==> src/rtl/fixed_point_mac_if.sv <==
// Operand/result handshake bundle for fixed_point_mac.
// master = producer of beats and consumer of results; slave = the MAC.
interface fixed_point_mac_if #(
  parameter int WIDTH = 32
);
  logic             inValid;
  logic             inReady;
  logic [WIDTH-1:0] data0;
  logic [WIDTH-1:0] data1;
  logic             inLast;
  logic             outValid;
  logic             outReady;
  logic [WIDTH-1:0] result;
  logic             overflow;

  modport master (
    output inValid, data0, data1, inLast, outReady,
    input  inReady, outValid, result, overflow
  );

  modport slave (
    input  inValid, data0, data1, inLast, outReady,
    output inReady, outValid, result, overflow
  );
endinterface

==> src/rtl/fixed_point_mac.sv <==
// Pipelined signed fixed-point multiply-accumulate with per-burst rescaling.
// Define FIXED_POINT_MAC_SATURATE_EN to clamp overflowing results instead of wrapping.
module fixed_point_mac #(
  parameter int WIDTH     = 32,
  parameter int FRAC_SIZE = 30,
  parameter int GUARD     = 8,
  parameter int ROUND     = 1
) (
  input logic              clk,
  input logic              rstN,
  fixed_point_mac_if.slave bus
);
  localparam int PW  = 2 * WIDTH;
  localparam int ACC = PW + GUARD;

  localparam logic [ACC-1:0] RND_ADD =
    (ROUND != 0) ? ({{(ACC-1){1'b0}}, 1'b1} << (FRAC_SIZE - 1)) : '0;
  localparam logic [WIDTH-1:0] SAT_MAX = {1'b0, {(WIDTH-1){1'b1}}};
  localparam logic [WIDTH-1:0] SAT_MIN = {1'b1, {(WIDTH-1){1'b0}}};

  logic                    advance;
  logic signed [PW-1:0]    a_ext, b_ext, prod;
  logic                    s1_valid, s1_last;
  logic signed [PW-1:0]    s1_prod;
  logic signed [ACC-1:0]   acc, sum, rounded, t;
  logic                    first;
  logic [ACC-WIDTH:0]      t_hi;
  logic                    fmt_ovf;
  logic [WIDTH-1:0]        fmt_res;
  logic                    out_valid, out_ovf;
  logic [WIDTH-1:0]        out_res;

  assign advance      = !out_valid || bus.outReady;
  assign bus.inReady  = advance;
  assign bus.outValid = out_valid;
  assign bus.result   = out_res;
  assign bus.overflow = out_ovf;

  assign a_ext = {{WIDTH{bus.data0[WIDTH-1]}}, bus.data0};
  assign b_ext = {{WIDTH{bus.data1[WIDTH-1]}}, bus.data1};
  assign prod  = a_ext * b_ext;

  always_comb begin
    sum     = (first ? '0 : acc) + {{GUARD{s1_prod[PW-1]}}, s1_prod};
    rounded = sum + RND_ADD;
    t       = rounded >>> FRAC_SIZE;
    // T fits in WIDTH bits only when every bit above the result sign bit matches it
    t_hi    = t[ACC-1:WIDTH-1];
    fmt_ovf = !((&t_hi) || !(|t_hi));
`ifdef FIXED_POINT_MAC_SATURATE_EN
    fmt_res = fmt_ovf ? (t[ACC-1] ? SAT_MIN : SAT_MAX) : t[WIDTH-1:0];
`else
    fmt_res = t[WIDTH-1:0];
`endif
  end

  always_ff @(posedge clk or negedge rstN) begin
    if (!rstN) begin
      s1_valid <= 1'b0;
      s1_last  <= 1'b0;
      s1_prod  <= '0;
    end else if (advance) begin
      s1_valid <= bus.inValid;
      if (bus.inValid) begin
        s1_prod <= prod;
        s1_last <= bus.inLast;
      end
    end
  end

  // outValid may only drop while advance is high, i.e. the held result was taken
  always_ff @(posedge clk or negedge rstN) begin
    if (!rstN) begin
      acc       <= '0;
      first     <= 1'b1;
      out_valid <= 1'b0;
      out_res   <= '0;
      out_ovf   <= 1'b0;
    end else if (advance) begin
      out_valid <= s1_valid && s1_last;
      if (s1_valid) begin
        if (s1_last) begin
          out_res <= fmt_res;
          out_ovf <= fmt_ovf;
          acc     <= '0;
          first   <= 1'b1;
        end else begin
          acc   <= sum;
          first <= 1'b0;
        end
      end
    end
  end
endmodule

==> src/flat_wrapper.sv <==
// flat-port wrapper written by rule: the top's interface ports become plain ports
module fixed_point_mac_flat 
#(
  parameter int WIDTH     = 32,
  parameter int FRAC_SIZE = 30,
  parameter int GUARD     = 8,
  parameter int ROUND     = 1
)
  (clk, rstN, bus_inValid, bus_data0, bus_data1, bus_inLast, bus_outReady, bus_inReady, bus_outValid, bus_result, bus_overflow);
  fixed_point_mac_if #(.WIDTH(WIDTH)) bus_i ();
  input logic clk;
  input logic rstN;
  input wire logic [$bits(bus_i.inValid)-1:0] bus_inValid;
  input wire logic [$bits(bus_i.data0)-1:0] bus_data0;
  input wire logic [$bits(bus_i.data1)-1:0] bus_data1;
  input wire logic [$bits(bus_i.inLast)-1:0] bus_inLast;
  input wire logic [$bits(bus_i.outReady)-1:0] bus_outReady;
  output wire logic [$bits(bus_i.inReady)-1:0] bus_inReady;
  output wire logic [$bits(bus_i.outValid)-1:0] bus_outValid;
  output wire logic [$bits(bus_i.result)-1:0] bus_result;
  output wire logic [$bits(bus_i.overflow)-1:0] bus_overflow;
  assign bus_i.inValid = bus_inValid;
  assign bus_i.data0 = bus_data0;
  assign bus_i.data1 = bus_data1;
  assign bus_i.inLast = bus_inLast;
  assign bus_i.outReady = bus_outReady;
  assign bus_inReady = bus_i.inReady;
  assign bus_outValid = bus_i.outValid;
  assign bus_result = bus_i.result;
  assign bus_overflow = bus_i.overflow;
  fixed_point_mac #(.WIDTH(WIDTH), .FRAC_SIZE(FRAC_SIZE), .GUARD(GUARD), .ROUND(ROUND)) u_core (.clk(clk), .rstN(rstN), .bus(bus_i));
endmodule
==> config.mk <==
export PLATFORM = sky130hd
export DESIGN_NAME = fixed_point_mac_flat
export DESIGN_NICKNAME = d
export VERILOG_FILES = /design/src/rtl/fixed_point_mac_if.sv /design/src/rtl/fixed_point_mac.sv /design/src/flat_wrapper.sv
export SDC_FILE = /design/constraint.sdc
export NUM_CORES = 2
export LEC_CHECK = 0
export ABC_AREA = 0
export BUFFER_PORTS_ARGS = -buffer_cell sky130_fd_sc_hd__clkbuf_2
export CAP_MARGIN = 5
export CORE_UTILIZATION = 30
export CTS_BUF_LIST = sky130_fd_sc_hd__clkbuf_16
export CTS_CLUSTER_SIZE = 25
export DETAILED_ROUTE_END_ITERATION = 8
export SYNTH_ARGS = -nofsm -noshare
export SYNTH_HDL_FRONTEND = slang
export SYNTH_SLANG_ARGS = --single-unit
==> constraint.sdc <==
create_clock -name clk -period 7.5 [get_ports clk]
set_input_delay 1.5 -clock clk [delete_from_list [all_inputs] [get_ports clk]]
set_output_delay 1.5 -clock clk [all_outputs]
set_load 0.02 [all_outputs]
# Word-level counts from Yosys, hierarchy flattened

Cells that the tools add are included.

Flip-flop bits (word level): 173
Input bits: 69
Output and inout bits: 35

Add/sub/neg operators: 2
$mul: 1
Mux-type cells: 3
Reduce and logical (&&, ||, !) cells: 11

Operator list:

| operator                                                          | count |
|---|---|
| 72-bit two-way mux                                                | 2 |
| 72-bit by 30-bit adder with 72-bit output (second input constant) | 1 |
| 72-bit adder                                                      | 1 |
| 32-bit by 32-bit multiplier with 64-bit output                    | 1 |
| 11-bit AND reduction                                              | 1 |
| 11-bit OR reduction                                               | 1 |
| 2-bit AND reduction                                               | 2 |
| 1-bit logical NOT                                                 | 3 |
| 3-bit AND reduction                                               | 1 |
| 1-bit logical OR                                                  | 2 |
| 1-bit logical AND                                                 | 1 |
| 1-bit two-way mux                                                 | 1 |

# Logic depth before layout (Yosys ltp)

Depth after elaboration: 7
Depth in mapped cells: 35
Depth with buffers taken out: 34

# Worst setup path after synthesis

No wires, ideal clock.

Path type: input-to-reg
Start: in bus_data1[2]
End: reg u_core.s1_prod[62]
Library setup time: 0.135 ns
Arrival time: 9.052 ns
Slack: -1.687 ns
Stages on the path: 31
Path through: clkbuf_1 > nand2_1 > fa_1 > fa_1 > fa_1 > fa_1 > inv_1 > fa_1 > inv_1 > fa_1 > inv_1 > fa_1 > inv_1 > fa_1 > inv_1 > ha_1 > and4_1 > nand2_1 > o311ai_0 > nand4_1 > a211oi_1 > o21ai_0 > a31oi_1 > a21oi_1 > o31a_1 > o21ai_0 > a31oi_1 > o21ba_2 > o21ai_0 > xnor2_1 > o21ai_0

Cells in the longest elaborated chain, start to end: 1

RTL lines:

| element                                        | line                  | source |
|---|---|---|
| start, declared                                | flat_wrapper.sv:15    | `input wire logic [$bits(bus_i.data1)-1:0] bus_data1;` |
| 32-bit by 32-bit multiplier with 64-bit output | fixed_point_mac.sv:41 | `assign prod = a_ext * b_ext;` |
| end signal, assigned                           | fixed_point_mac.sv:65 | `s1_prod <= prod;` |
| end, declared                                  | fixed_point_mac.sv:24 | `logic signed [PW-1:0] s1_prod;` |

Every way passes these cells.
A chain may end at the register's enable or synchronous reset.

# Worst setup path after layout

Start: in bus_data1[7]
End: reg u_core.s1_prod[58]

Same word-level chain as after synthesis.

==> out/results.tsv <==
stage	metric	value	unit
status	status	finished, violations left	
status	failed_checks	negative setup slack	
timing	relSlewSlack	33.9	%
routing	via_count	37000	
logic_synthesis	synth.yosys.seq_area_share	9.00	%
place	post-place-cells	7644	
timing	setup_tns	-25.85	ns
cts	cts_sinks	173	
routing	ant_nets	0	
cts	hold_buffers	0	
grt	grt_overflow	0	
cts	cts_buffers	17	
finish	n_fill_cell	15900	
cts	clk_pin_slew	0.08	ns
logic_synthesis	synth-main-ff-cell	dfrtp_1	
timing	period_minus_slack	8.71	ns
grt	antenna_found_initial	12	
timing	grt_setup_unrepaired	yes	
grt	grt_max_degree	75	
logic_synthesis	synth_warnings	0	
logic_synthesis	avgSynthCellArea	9.12	um^2
logic_synthesis	syn_area	48100	um^2
timing	layout_setup_ws	-1.21	ns
routing	drc_errors	0	
floorplan	core_region_area	159000	um^2
routing	routed_wirelength	139000	um
grt	gr-usage-met3	2.53	%
place	gp_congestion	0.903	
cts	tritoncts	done	
place	dp_hpwl	117000	um
grt	grt_pass1_vias	39600	
routing	routed_via_density	4.78	
finish	drive_gt1_share	15.9	%
grt	grt_pass1_wl	223000	um
setup_path	crit_required	7.84	ns
floorplan	dieHeight	403	um
setup_path	cp-end-kind	register	
finish	syn2layout_area_growth	18.0	%
logic_synthesis	synth_most_common_cell	fa_1	
cts	cts-htree-levels	4	
logic_synthesis	syn_nets	6688	
timing	whs	0.473	ns
worst_hold_path	worstHoldPathType	reg -> reg	
logic_synthesis	async_flop_share	100	%
timing	slew_violations	0	
grt	use_met1	25.2	%
timing	max_freq	115	MHz
routing	dr.first_iter.drc_count	2579	
finish	layout.cells.non_filler	7742	
cts	clk_latency	0.46	ns
setup_path	start_kind	input port	
cts	cts_root_buffer	clkbuf_16	
floorplan	row_count	146	
floorplan	pin_count	104	
setup_path	cp_max_fo	5	
grt	grt_use_met2	27.3	%
floorplan	dieArea	162000	um^2
logic_synthesis	synth_seq_cells	173	
logic_synthesis	synthTopCellsByArea	fa_1, dfrtp_1, inv_1	
logic_synthesis	synth_top_area_share	45.0	%
place	portBuffers	103	
grt	gr-max-usage-layer	met2	
timing	hold_viol	0	
cts	clockBufferDepth	2	
routing	routedWlPerCell	17.9	um
logic_synthesis	synth_edf_count	0	
timing	setup_viol	37	
finish	fin_nets	7063	
setup_path	crit_type	in -> reg	
floorplan	initial_core_util	30.3	%
routing	first_pass_iters	5	
flow_run	drv_cap	0	
timing	skew	0.0177	ns
setup_path	worstRegToRegCells	19	
logic_synthesis	synthCells	5280	
timing	worstMarginPinSlew	0.992	ns
logic_synthesis	yosysUniqueCellTypes	95	
setup_path	cpMostUsedCell	fa_1	
setup_path	crit_arrival	9.04	ns
setup_path	slowest_stage	fa_1	
worst_hold_path	whs_path_depth	2	
logic_synthesis	synth_commonest_cells	fa_1, inv_1, nand2_1	
grt	grt_use_total	17.3	%
setup_path	cpPeakStageDelay	0.56	ns
logic_synthesis	synth_top_area_cell	fa_1	
floorplan	die_w	403	um
timing	period_share	116	%
place	pre_cts_ws	-2.16	ns
what timing repair did:
action,in CTS,in global routing
setup endpoints to repair,47,46
setup buffers,40,25
gates cloned,2,4
endpoints found under the hold margin,0,0
pin swaps,141,49
resized for setup,227,131
flip-flops by register name, summed over array words and instances, names as in the netlist:
name	cells
u_core.acc	72
u_core.bus.outValid	1
u_core.bus.overflow	1
u_core.bus.result	32
u_core.first	1
u_core.s1_last	1
u_core.s1_prod	64
u_core.s1_valid	1
through the flow:
stage | utilization [%] | area [um^2]
floorplan | - | 48600
global placement | 34.3 | 54400
global route | 35.8 | 56800
detailed placement | 34.3 | 54400
finish | 35.8 | 56800
CTS | 35.4 | 56200
worst paths after layout:
path / slack, ns / startpoint / to
worst max-delay path: -1.21 / bus_data1[7] / u_core.s1_prod[58]$_DFFE_PN0P_
worst min-delay path: 0.47 / u_core.acc[16]$_DFFE_PN0P_ / u_core.acc[16]$_DFFE_PN0P_
worst max register to register: 1.09 / u_core.first$_DFFE_PN1P_ / u_core.bus.overflow$_DFFE_PN0P_
worst min register to register: 0.47 / u_core.acc[16]$_DFFE_PN0P_ / u_core.acc[16]$_DFFE_PN0P_
max in group asynchronous: 5.25 / rstN / u_core.s1_prod[16]$_DFFE_PN0P_
min in group asynchronous: 0.97 / rstN / u_core.acc[69]$_DFFE_PN0P_
logic make-up (layout without fill, tap and decap cells):
family                     count (synthesis)  count (layout)  synth area share (%)
AOI/OAI and AO/OA                        630             630                  8.46
adders and majority gates               1339            1339                  51.7
and+or+nand+nor                         1669            1669                  17.4
DFF                                      173             173                  9.00
other                                      0               2                     0
buffers and inverters                   1288            1676                  10.1
xor gates and xnor gates                 169             169                  3.11
muxes                                     12              12                 0.273
placed cells by master, fill, tap and decap left out, types with 28 or more instances in the layout:
cell type / n
fa_1: 1038
inv_1: 998
nand2_1: 725
and2_1: 484
buf_4: 410
ha_1: 242
dfrtp_1: 172
o21ai_0: 156
nor2_1: 112
a21o_1: 101
a21oi_1: 100
xnor2_1: 94
nor2b_1: 85
clkbuf_2: 71
xor2_1: 63
buf_6: 52
buf_12: 46
fa_2: 45
o21ai_1: 42
and2_4: 37
nand3_1: 37
nor3_1: 30
nand4_1: 28
layer usage:
| metal | vias up | part of all wire [%] |
|---|---|---|
| met3 | 128 | 6.7 |
| li1 | 16700 | - |
| met2 | 1087 | 45 |
| met4 | 20 | 1.6 |
| met5 | - | 0.084 |
| met1 | 19100 | 46 |
area by class of cell:
| class | instances | area, um^2 | share of cell area [%] |
|---|---|---|---|
| antenna | 2 | 5.00 | 0.00881 |
| clock buffer | 17 | 425 | 0.749 |
| clock inverter | 15 | 143 | 0.251 |
| inverter | 1018 | 3820 | 6.73 |
| multi-input combinational | 3819 | 39800 | 70.1 |
| sequential | 173 | 4330 | 7.62 |
| tap | 2072 | 2590 | 4.56 |
| timing repair buffer | 626 | 5690 | 10.0 |
critical path: cells and delay by family:
kind	cells	cell delay, ns
simple gates	4	0.61
compound gates	11	2.01
xor+xnor	1	0.14
fa+ha+maj	9	4.26
buf+inv	5	0.54
Power is left out: the tool's default activity adds up to more than one toggle a clock period on the data nets, which glitch-free logic cannot reach.
